<file path="src/rtl/race_screen_sequencer_if.sv">
// Signal bundle between the screen sequencer and the rest of the racer.
//   master : drives buttons and player positions, observes screen status
//   slave  : the sequencer itself
// Signals:
//   btn_*          debounced button levels, active-high
//   *_cur_pos      current player positions, $clog2(MAX_POS) bits
//   is_in_menu     high while the menu is shown
//   positions_clear one-cycle pulse, position counters return to 0
//   race_enable    position counters may advance
//   countdown_value remaining countdown ticks
//   winner         one-hot {yellow, red, blue, green}
//   blink          winner display blink phase
interface race_screen_sequencer_if #(
   parameter int MAX_POS = 109
) ();
   localparam int PW = $clog2(MAX_POS);

   logic          btn_green;
   logic          btn_red;
   logic          btn_blue;
   logic          btn_yellow;
   logic [PW-1:0] green_cur_pos;
   logic [PW-1:0] red_cur_pos;
   logic [PW-1:0] blue_cur_pos;
   logic [PW-1:0] yellow_cur_pos;
   logic          is_in_menu;
   logic          positions_clear;
   logic          race_enable;
   logic [1:0]    countdown_value;
   logic [3:0]    winner;
   logic          blink;

   modport master (
      output btn_green, btn_red, btn_blue, btn_yellow,
      output green_cur_pos, red_cur_pos, blue_cur_pos, yellow_cur_pos,
      input  is_in_menu, positions_clear, race_enable, countdown_value, winner, blink
   );

   modport slave (
      input  btn_green, btn_red, btn_blue, btn_yellow,
      input  green_cur_pos, red_cur_pos, blue_cur_pos, yellow_cur_pos,
      output is_in_menu, positions_clear, race_enable, countdown_value, winner, blink
   );
endinterface

</file>
<file path="src/rtl/race_screen_sequencer.sv">
// Screen state machine for the LED racer: menu, countdown, race, winner display.
// Ports:
//   clk    system clock, rising edge
//   rst_n  asynchronous active-low reset
//   io_bus race_screen_sequencer_if.slave (buttons, positions in; screen status out)
//
// state     | meaning
// ----------+--------------------------------------------------------------
// MENU      | idle, waiting for a fresh button press
// COUNTDOWN | counting COUNTDOWN_TICKS ticks down before the race
// RACE      | position counters enabled, watching for the first finish
// WINNER    | winner latched, blinking for WIN_HOLD_TICKS ticks
module race_screen_sequencer #(
   parameter int MAX_POS         = 109,
   parameter int TICK_DIV        = 25_000_000,
   parameter int COUNTDOWN_TICKS = 3,
   parameter int WIN_HOLD_TICKS  = 6
) (
   input  logic                    clk,
   input  logic                    rst_n,
   race_screen_sequencer_if.slave  io_bus
);
   localparam int PW     = $clog2(MAX_POS);
   localparam int DIV_W  = $clog2(TICK_DIV);
   localparam int HOLD_W = $clog2(WIN_HOLD_TICKS + 1);
   localparam int CD_SAT = (COUNTDOWN_TICKS < 1) ? 1 :
                           (COUNTDOWN_TICKS > 3) ? 3 : COUNTDOWN_TICKS;

   localparam logic [PW-1:0]     FINISH_POS = PW'(MAX_POS - 1);
   localparam logic [DIV_W-1:0]  DIV_LAST   = DIV_W'(TICK_DIV - 1);
   localparam logic [HOLD_W-1:0] HOLD_INIT  = HOLD_W'(WIN_HOLD_TICKS);
   localparam logic [1:0]        CD_INIT    = 2'(CD_SAT);

   typedef enum logic [1:0] {
      MENU      = 2'd0,
      COUNTDOWN = 2'd1,
      RACE      = 2'd2,
      WINNER    = 2'd3
   } state_t;

   state_t            r_state;
   state_t            w_next;
   logic [DIV_W-1:0]  r_div;
   logic [3:0]        r_btn_prev;
   logic [1:0]        r_cd;
   logic [HOLD_W-1:0] r_hold;
   logic [3:0]        r_winner;
   logic              r_blink;
   logic              r_clear;

   logic [1:0]        w_cd_nxt;
   logic [HOLD_W-1:0] w_hold_nxt;
   logic [3:0]        w_winner_nxt;
   logic              w_blink_nxt;
   logic              w_clear_nxt;
   logic [3:0]        w_btn;
   logic [3:0]        w_fin;
   logic              w_press;
   logic              w_tick;

   // Bit order matches the winner encoding: {yellow, red, blue, green}.
   assign w_btn   = {io_bus.btn_yellow, io_bus.btn_red, io_bus.btn_blue, io_bus.btn_green};
   assign w_fin   = {io_bus.yellow_cur_pos == FINISH_POS, io_bus.red_cur_pos == FINISH_POS,
                     io_bus.blue_cur_pos == FINISH_POS, io_bus.green_cur_pos == FINISH_POS};
   assign w_press = |(w_btn & ~r_btn_prev);
   assign w_tick  = (r_div == DIV_LAST);

   always_comb begin
      w_next       = r_state;
      w_cd_nxt     = r_cd;
      w_hold_nxt   = r_hold;
      w_winner_nxt = r_winner;
      w_blink_nxt  = r_blink;
      w_clear_nxt  = 1'b0;
      case (r_state)
         MENU: begin
            if (w_press) begin
               w_next      = COUNTDOWN;
               w_clear_nxt = 1'b1;
               w_cd_nxt    = CD_INIT;
            end
         end
         COUNTDOWN: begin
            if (w_tick) begin
               if (r_cd == 2'd1) begin
                  w_next   = RACE;
                  w_cd_nxt = 2'd0;
               end else begin
                  w_cd_nxt = r_cd - 2'd1;
               end
            end
         end
         RACE: begin
            if (|w_fin) begin
               w_next      = WINNER;
               w_blink_nxt = 1'b1;
               w_hold_nxt  = HOLD_INIT;
               // Tie break green > red > blue > yellow.
               if (w_fin[0])      w_winner_nxt = 4'b0001;
               else if (w_fin[2]) w_winner_nxt = 4'b0100;
               else if (w_fin[1]) w_winner_nxt = 4'b0010;
               else               w_winner_nxt = 4'b1000;
            end
         end
         WINNER: begin
            if (w_tick) begin
               if (r_hold == HOLD_W'(1)) begin
                  w_next       = MENU;
                  w_winner_nxt = 4'b0000;
                  w_blink_nxt  = 1'b0;
                  w_hold_nxt   = '0;
               end else begin
                  w_hold_nxt  = r_hold - HOLD_W'(1);
                  w_blink_nxt = ~r_blink;
               end
            end
         end
         default: w_next = MENU;
      endcase
   end

   always_ff @(posedge clk or negedge rst_n) begin
      if (!rst_n) begin
         r_state    <= MENU;
         r_div      <= '0;
         r_btn_prev <= 4'b1111;
         r_cd       <= 2'd0;
         r_hold     <= '0;
         r_winner   <= 4'b0000;
         r_blink    <= 1'b0;
         r_clear    <= 1'b0;
      end else begin
         r_state    <= w_next;
         r_btn_prev <= w_btn;
         r_cd       <= w_cd_nxt;
         r_hold     <= w_hold_nxt;
         r_winner   <= w_winner_nxt;
         r_blink    <= w_blink_nxt;
         r_clear    <= w_clear_nxt;
         // Restarting on each transition gives every state a full first tick.
         if (w_next != r_state || w_tick) r_div <= '0;
         else                             r_div <= r_div + DIV_W'(1);
      end
   end

   assign io_bus.is_in_menu      = (r_state == MENU);
   assign io_bus.race_enable     = (r_state == RACE);
   assign io_bus.positions_clear = r_clear;
   assign io_bus.countdown_value = r_cd;
   assign io_bus.winner          = r_winner;
   assign io_bus.blink           = r_blink;
endmodule

</file>
<file path="src/flat_wrapper.sv">
// flat-port wrapper written by rule: the top's interface ports become plain ports
module race_screen_sequencer_flat 
#(
   parameter int MAX_POS         = 109,
   parameter int TICK_DIV        = 25_000_000,
   parameter int COUNTDOWN_TICKS = 3,
   parameter int WIN_HOLD_TICKS  = 6
)
  (clk, rst_n, io_bus_btn_green, io_bus_btn_red, io_bus_btn_blue, io_bus_btn_yellow, io_bus_green_cur_pos, io_bus_red_cur_pos, io_bus_blue_cur_pos, io_bus_yellow_cur_pos, io_bus_is_in_menu, io_bus_positions_clear, io_bus_race_enable, io_bus_countdown_value, io_bus_winner, io_bus_blink);
  race_screen_sequencer_if #(.MAX_POS(MAX_POS)) io_bus_i ();
  input  logic clk;
  input  logic rst_n;
  input wire logic [$bits(io_bus_i.btn_green)-1:0] io_bus_btn_green;
  input wire logic [$bits(io_bus_i.btn_red)-1:0] io_bus_btn_red;
  input wire logic [$bits(io_bus_i.btn_blue)-1:0] io_bus_btn_blue;
  input wire logic [$bits(io_bus_i.btn_yellow)-1:0] io_bus_btn_yellow;
  input wire logic [$bits(io_bus_i.green_cur_pos)-1:0] io_bus_green_cur_pos;
  input wire logic [$bits(io_bus_i.red_cur_pos)-1:0] io_bus_red_cur_pos;
  input wire logic [$bits(io_bus_i.blue_cur_pos)-1:0] io_bus_blue_cur_pos;
  input wire logic [$bits(io_bus_i.yellow_cur_pos)-1:0] io_bus_yellow_cur_pos;
  output wire logic [$bits(io_bus_i.is_in_menu)-1:0] io_bus_is_in_menu;
  output wire logic [$bits(io_bus_i.positions_clear)-1:0] io_bus_positions_clear;
  output wire logic [$bits(io_bus_i.race_enable)-1:0] io_bus_race_enable;
  output wire logic [$bits(io_bus_i.countdown_value)-1:0] io_bus_countdown_value;
  output wire logic [$bits(io_bus_i.winner)-1:0] io_bus_winner;
  output wire logic [$bits(io_bus_i.blink)-1:0] io_bus_blink;
  assign io_bus_i.btn_green = io_bus_btn_green;
  assign io_bus_i.btn_red = io_bus_btn_red;
  assign io_bus_i.btn_blue = io_bus_btn_blue;
  assign io_bus_i.btn_yellow = io_bus_btn_yellow;
  assign io_bus_i.green_cur_pos = io_bus_green_cur_pos;
  assign io_bus_i.red_cur_pos = io_bus_red_cur_pos;
  assign io_bus_i.blue_cur_pos = io_bus_blue_cur_pos;
  assign io_bus_i.yellow_cur_pos = io_bus_yellow_cur_pos;
  assign io_bus_is_in_menu = io_bus_i.is_in_menu;
  assign io_bus_positions_clear = io_bus_i.positions_clear;
  assign io_bus_race_enable = io_bus_i.race_enable;
  assign io_bus_countdown_value = io_bus_i.countdown_value;
  assign io_bus_winner = io_bus_i.winner;
  assign io_bus_blink = io_bus_i.blink;
  race_screen_sequencer #(.MAX_POS(MAX_POS), .TICK_DIV(TICK_DIV), .COUNTDOWN_TICKS(COUNTDOWN_TICKS), .WIN_HOLD_TICKS(WIN_HOLD_TICKS)) u_core (.clk(clk), .rst_n(rst_n), .io_bus(io_bus_i));
endmodule
</file>
<file path="config.mk">
export PLATFORM = sky130hd
export DESIGN_NAME = race_screen_sequencer_flat
export DESIGN_NICKNAME = d
export VERILOG_FILES = /design/src/rtl/race_screen_sequencer_if.sv /design/src/rtl/race_screen_sequencer.sv /design/src/flat_wrapper.sv
export SDC_FILE = /design/constraint.sdc
export NUM_CORES = 1
export LEC_CHECK = 0
export BUFFER_PORTS_ARGS = -buffer_cell sky130_fd_sc_hd__buf_2
export CAP_MARGIN = 40
export CORE_MARGIN = 8
export CORE_UTILIZATION = 54
export CTS_CLUSTER_SIZE = 12
export DETAILED_ROUTE_END_ITERATION = 8
export GPL_TIMING_DRIVEN = 0
export PLACE_DENSITY = 0.78
export SLEW_MARGIN = 10
export SYNTH_ARGS = -nofsm -noshare
export SYNTH_HDL_FRONTEND = slang
export SYNTH_SLANG_ARGS = --single-unit
</file>
<file path="constraint.sdc">
create_clock -name clk -period 2.8 [get_ports clk]
set_input_delay 0.14 -clock clk [delete_from_list [all_inputs] [get_ports clk]]
set_output_delay 0.14 -clock clk [all_outputs]
set_load 0.01 [all_outputs]
</file>
==> results of run 1 <==
area by class of cell:
| cell class | instances | share of cell area |
|---|---|---|
| Sequential cell | 42 | 0.393 |
| Multi-Input combinational cell | 162 | 0.391 |
| Timing Repair Buffer | 51 | 0.114 |
| Clock buffer | 8 | 0.0409 |
| Tap cell | 50 | 0.0233 |
| Buffer | 6 | 0.0195 |
| Inverter | 13 | 0.0181 |
cells by family (layout without fill, tap and decap cells):
| kind of cell | after synthesis | in the layout | share of synthesized area |
|---|---|---|---|
| simple gates | 110 | 110 | 0.269 |
| xor+xnor | 23 | 23 | 0.0912 |
| buf+inv | 19 | 78 | 0.0459 |
| flops | 42 | 42 | 0.478 |
| mux | 6 | 6 | 0.0295 |
| compound gates | 19 | 19 | 0.0640 |
| fa+ha+maj | 4 | 4 | 0.0227 |
path summary, 6_finish.rpt:
check / from / to / slack (ns)
setup / recovery: u_core.r_div[7] / u_core.r_div[17] / 0.34
setup reg to reg: u_core.r_div[7] / u_core.r_div[17] / 0.34
min in group asynchronous: rst_n / u_core.io_bus.countdown_value[1] / 0.34
max in group asynchronous: rst_n / u_core.r_btn_prev[0] / 1.91
hold reg to reg: u_core.r_div[0] / u_core.r_div[0] / 0.48
hold / removal: io_bus_blue_cur_pos[2] / u_core.io_bus.winner[3] / 0.24
metal layers:
layer  wire (um)  global-route usage  up-vias
met1        2000               0.180      876
met2        2300               0.262       52
met4          82              0.0618        0
met5           0                   0        -
li1            -                   -      903
met3         364              0.0495       11
tightest hold or removal path: stages:
cell and delay [ns]:
buf_2 0.07, nand3_1 0.11, nand3_1 0.11, o2bb2ai_1 0.06
placed cells by master, fill, tap and decap left out, types with 5 or more instances in the layout:
| cell type | synthesis | final |
|---|---|---|
| xor2_1 | 17 | 17 |
| dlygate4sd3_1 | 0 | 5 |
| buf_2 | 0 | 43 |
| inv_1 | 13 | 13 |
| nand2_1 | 10 | 10 |
| clkbuf_8 | 0 | 8 |
| dfrtp_1 | 38 | 38 |
| nand4_1 | 10 | 10 |
| nand3_1 | 19 | 19 |
| nor2_1 | 40 | 40 |
| xnor2_1 | 6 | 6 |
metrics by stage:
step | cell area, um2 | cells | worst slack (ns) | total power [uW] | util
after CTS | 2690 | 332 | 0.326 | 1380 | 0.677
after floorplan | 2210 | 223 | 0.564 | 839 | -
after global routing | 2690 | 332 | 0.171 | 1430 | 0.677
after global placement | 2490 | 316 | 0.368 | 904 | 0.626
after detailed placement | 2530 | 319 | 0.349 | 919 | 0.637
final | 2690 | 332 | 0.335 | 1360 | 0.677
sequential cells by signal, summed over array words and instances (netlist names):
name                           cells
u_core.r_btn_prev                  4
u_core.io_bus.winner               4
u_core.r_state                     2
u_core.io_bus.positions_clear      1
u_core.r_div                      25
u_core.io_bus.countdown_value      2
u_core.io_bus.blink                1
u_core.r_hold                      3
power by group:
part,internal (uW),switching [uW],leakage [uW]
sequential,659,53.6,0.000533
clock,249,198,0.0000575
combinational,95.0,106,0.000724
total,1000,358,0.00131
==> summary.txt, run 1 <==
Critical path
  • CP endpoint kind: register
  • Top Family by Delay on Critical Path: simple AND/OR/NAND/NOR gates
  • Crit-path max FO: 10
  • R2R cell count: 7
  • Critical Path, Cell by Cell: or4b_1, or4_4, nor3b_4, or3_1, buf_6, buf_8, nor2_1
  • Arrival time worst endpoint: 2.65 ns
  • Levels on crit path: 7
  • Slowest stage cell, crit path: or4b_1
  • Kind of critical path: register to register
  • Worst path required time: 2.98 ns
  • Max incr delay on CP: 0.54 ns
  • CP startpoint kind: register
  • Buf/Inv on CP: 2

Clocking
  • Maximum buffer depth of the clock tree: 2
  • H-tree depth: 2
  • CTS sink count: 42
  • Worst-path clk slew: 0.08 ns
  • Post-CTS Hold Buffers: 5
  • TritonCTS clock tree: built
  • CTS buffer count: 5
  • CTS resizes: 0
  • Post-CTS Setup Bufs: 0
  • Worst skew pair latency: 0.29 ns
  • CTS Root Cell: clkbuf_8

Cells and area
  • Antenna Diode Count: 0
  • Area growth, synth to finish: 21.8%
  • Fill cells: 314
  • Area of the multi-input gates: 1050 um2
  • Reg area: 1060 um2
  • Nets: 319
  • Share of layout cells above drive strength 1: 0.241

Synth
  • Syn Area/Cell: 9.90 um2
  • Syn_nets: 261
  • Sequential share of the synthesized area: 0.478
  • Post-synth top flop: dfrtp_1
  • Post-synth EDFFs: 0
  • Synth Register Bits: 42
  • Async S/R FF share, synth: 1.00
  • Ys Warns: 0
  • Synth top area share: 0.431
  • Synth Instances: 223
  • Mapped Area: 2210 um2
  • Most frequent cell after synthesis: nor2_1
  • Cell taking the most area after synthesis: dfrtp_1
  • Synth top cells by count: 40 x nor2_1, 38 x dfrtp_1, 19 x nand3_1
  • Synth area leaders: dfrtp_1 43%, nor2_1 6.8%, xor2_1 6.7%
  • Unique cell type count in the Yosys netlist: 42

Run
  • Max-cap violations: 0

Timing
  • Skew final: 0.00463 ns
  • Hold Violations, Final: 0
  • Hold_ws: 0.239 ns
  • Max Slew Vio Count: 0
  • Setup violators final: 0
  • Sum Neg Setup Slack: 0 ns
  • Max-slew headroom: 0.536
  • Worst slew pin tran: 0.689 ns
  • Fmax achieved: 406 MHz
  • Final Cycle Share: 0.880
  • Fin crit period: 2.46 ns
  • RSZ-0062 raised after global routing: no

GRT
  • Vias in the first global route: 1817
  • GRT Total Usage: 0.156
  • Largest net degree at the start of global routing: 24
  • Initial antenna violation count: 0
  • GRT Residual Overflow: 0
  • First-pass GRT wire length: 8.09 mm

Drt
  • Vias per cell: 5.55
  • Final ANT Viol Nets: 0
  • DR pass1 iterations: 4
  • DRC: 0
  • DRT iter0 DRCs: 61
  • Avg WL per Cell: 14.3 um
  • Via count: 1842
  • Final wirelength: 4.75 mm

Outcome
  • Status: finished clean

Die
  • Vert. Die Dim: 80.0 um
  • Core Region: 3970 um2
  • Row cnt: 23
  • IO Pins: 44
  • Initial Utilization: 0.556
  • Die width: 80.0 um
  • Die ar.: 6390 um2

Pwr
  • Pwr dens: 506 nW/um2
  • Pleak: 0.00131 uW
  • Worst VDD drop: 480 uV

Place
  • HPWL after detailed placement: 3.60 mm
  • Final Wtd Congestion: 0.805
  • # port buffers: 43

Min path
  • Hold crit path type: input pin to register
  • Hold path cells: 4
Power figures use the tool's default switching activity.
==> inputs of run 2 (changes only) <==
CORE_UTILIZATION = 30   (was 54)
PLACE_DENSITY = default   (was 0.78)
TNS_END_PERCENT = 50   (was default)
==> summary.txt, run 2 (same netlist as run 1, synthesis figures left out) <==
Clocking
  • Worst-path clk slew: 0.08 ns
  • H-tree depth: 2
  • Maximum buffer depth of the clock tree: 2
  • Worst skew pair latency: 0.31 ns
  • CTS sink count: 42
  • TritonCTS clock tree: built
  • CTS resizes: 0
  • CTS Root Cell: clkbuf_8
  • CTS buffer count: 5

Place
  • HPWL after detailed placement: 3.70 mm
  • Post-Place Cells: 368
  • Final Wtd Congestion: 0.754
  • Placed Area: 2600 um2
  • # port buffers: 43
  • Place WS: 0.364 ns

Critical path
  • CP endpoint kind: register
  • Crit-path max FO: 10
  • CP startpoint kind: register
  • Arrival time worst endpoint: 2.66 ns
  • Kind of critical path: register to register
  • Worst path required time: 2.99 ns

Min path
  • Hold crit path type: input pin to register

Timing
  • RSZ-0062 raised after global routing: no
  • Final WS setup: 0.327 ns
  • Max-slew headroom: 0.628
  • Sum Neg Setup Slack: 0 ns
  • Worst slew pin tran: 0.553 ns
  • Hold Violations, Final: 0
  • Final Cycle Share: 0.883
  • Setup violators final: 0
  • Max Slew Vio Count: 0
  • Fin crit period: 2.47 ns
  • Fmax achieved: 404 MHz
  • Skew final: 0.0125 ns

GRT
  • First-pass GRT wire length: 8.27 mm
  • Initial antenna violation count: 0
  • GRT Residual Overflow: 0
  • Vias in the first global route: 1811
  • Largest net degree at the start of global routing: 24
  • GRT Total Usage: 0.100

Cells and area
  • Antenna Diode Count: 0
  • Fin cells: 381
  • Biggest register: u_core.r_div
  • Most frequent cells in the layout: 43 x buf_2, 40 x nor2_1, 38 x dfrtp_1
  • Max FFs per register: 25
  • Final cell utilization of the core: 0.385
  • Commonest non-fill, non-tap cell in the layout: buf_2
  • Cell area after layout: 2760 um2
  • Nets: 319
  • Share of layout cells above drive strength 1: 0.241
  • Area growth, synth to finish: 25.2%
  • Fill cells: 724

Drt
  • DRT iter0 DRCs: 67
  • Final ANT Viol Nets: 0
  • Vias per cell: 4.76
  • Final wirelength: 4.91 mm
  • DRC: 0
  • Avg WL per Cell: 12.9 um
  • Via count: 1812
  • DR pass1 iterations: 4

Die
  • Row cnt: 31
  • IO Pins: 44
  • Core Region: 7180 um2
  • Die width: 102 um
  • Die ar.: 10400 um2
  • Initial Utilization: 0.308
  • Vert. Die Dim: 102 um

Outcome
  • Status: finished clean

Pwr
  • Clock power frac: 0.357
  • Sw Share: 0.261
  • Pint: 1040 uW
  • Reg power frac: 0.502
  • Worst VDD drop: 253 uV
  • Pwr dens: 512 nW/um2
  • Pleak: 0.00132 uW
  • Comb pwr share: 0.141
  • Sw Pwr: 370 uW

Run
  • Max-cap violations: 0
run 2: critical path, stage by stage, from the launching register on:
cell and delay, ns:
dfrtp_1 0.45, or4b_1 0.53, or4_4 0.51, nor3b_4 0.35, or3_1 0.18, buf_6 0.14, buf_8 0.14, nor2_1 0.05
run 2: worst paths after layout:
path	cells after the start	slack, ns	startpoint	to
setup / recovery	7	0.33	u_core.r_div[7]	u_core.r_div[12]
hold / removal	3	0.26	io_bus_green_cur_pos[2]	u_core.io_bus.winner[0]
hold reg to reg	1	0.49	u_core.r_div[0]	u_core.r_div[0]
max in group asynchronous	3	1.89	rst_n	u_core.r_btn_prev[1]
setup reg to reg	7	0.33	u_core.r_div[7]	u_core.r_div[12]
min in group asynchronous	2	0.35	rst_n	u_core.io_bus.blink
run 2: metrics by stage:
stage	power [uW]	hold slack (ns)
2_1_floorplan	839	-0.156
3_3_place_gp	908	0.257
3_5_place_dp	920	0.146
4_1_cts	1430	0.257
5_1_grt	1490	0.273
6_report	1410	0.261
run 2: area by class of cell:
type / count / area [um2] / area share
plain buffers: 6 / 52.6 / 0.0190
clock buffers: 7 / 86.3 / 0.0312
clock inverters: 1 / 30.0 / 0.0109
inverters: 13 / 48.8 / 0.0177
multi-input cells: 162 / 1050 / 0.380
flip-flops and latches: 42 / 1060 / 0.382
well taps: 99 / 124 / 0.0448
repair buffers: 51 / 315 / 0.114
run 2: power by group through the flow:
| stage | Clock, uW | Combinational [uW] | Sequential [uW] |
|---|---|---|---|
| after global placement | 0 | 187 | 721 |
| after global routing | 546 | 230 | 717 |
| after CTS | 516 | 204 | 710 |
| after floorplan | 0 | 127 | 712 |
| after detailed placement | 0 | 198 | 722 |
| final | 505 | 199 | 710 |
run 2: per-layer routing:
metal / GRT usage / up-vias / share of wire
met2: 0.157 / 48 / 0.42
met3: 0.0447 / 5 / 0.11
met4: 0.0321 / 0 / 0.011
met5: 0 / - / 0
met1: 0.119 / 857 / 0.46
li1: - / 902 / -
run 2: repair_timing:
| item | 4_1_cts | 5_1_grt |
|---|---|---|
| hold buffers | 5 | 0 |
| endpoints found under the hold margin | 23 | 0 |
| buffers inserted | 0 | 0 |
| endpoints found under the setup margin | 0 | 0 |
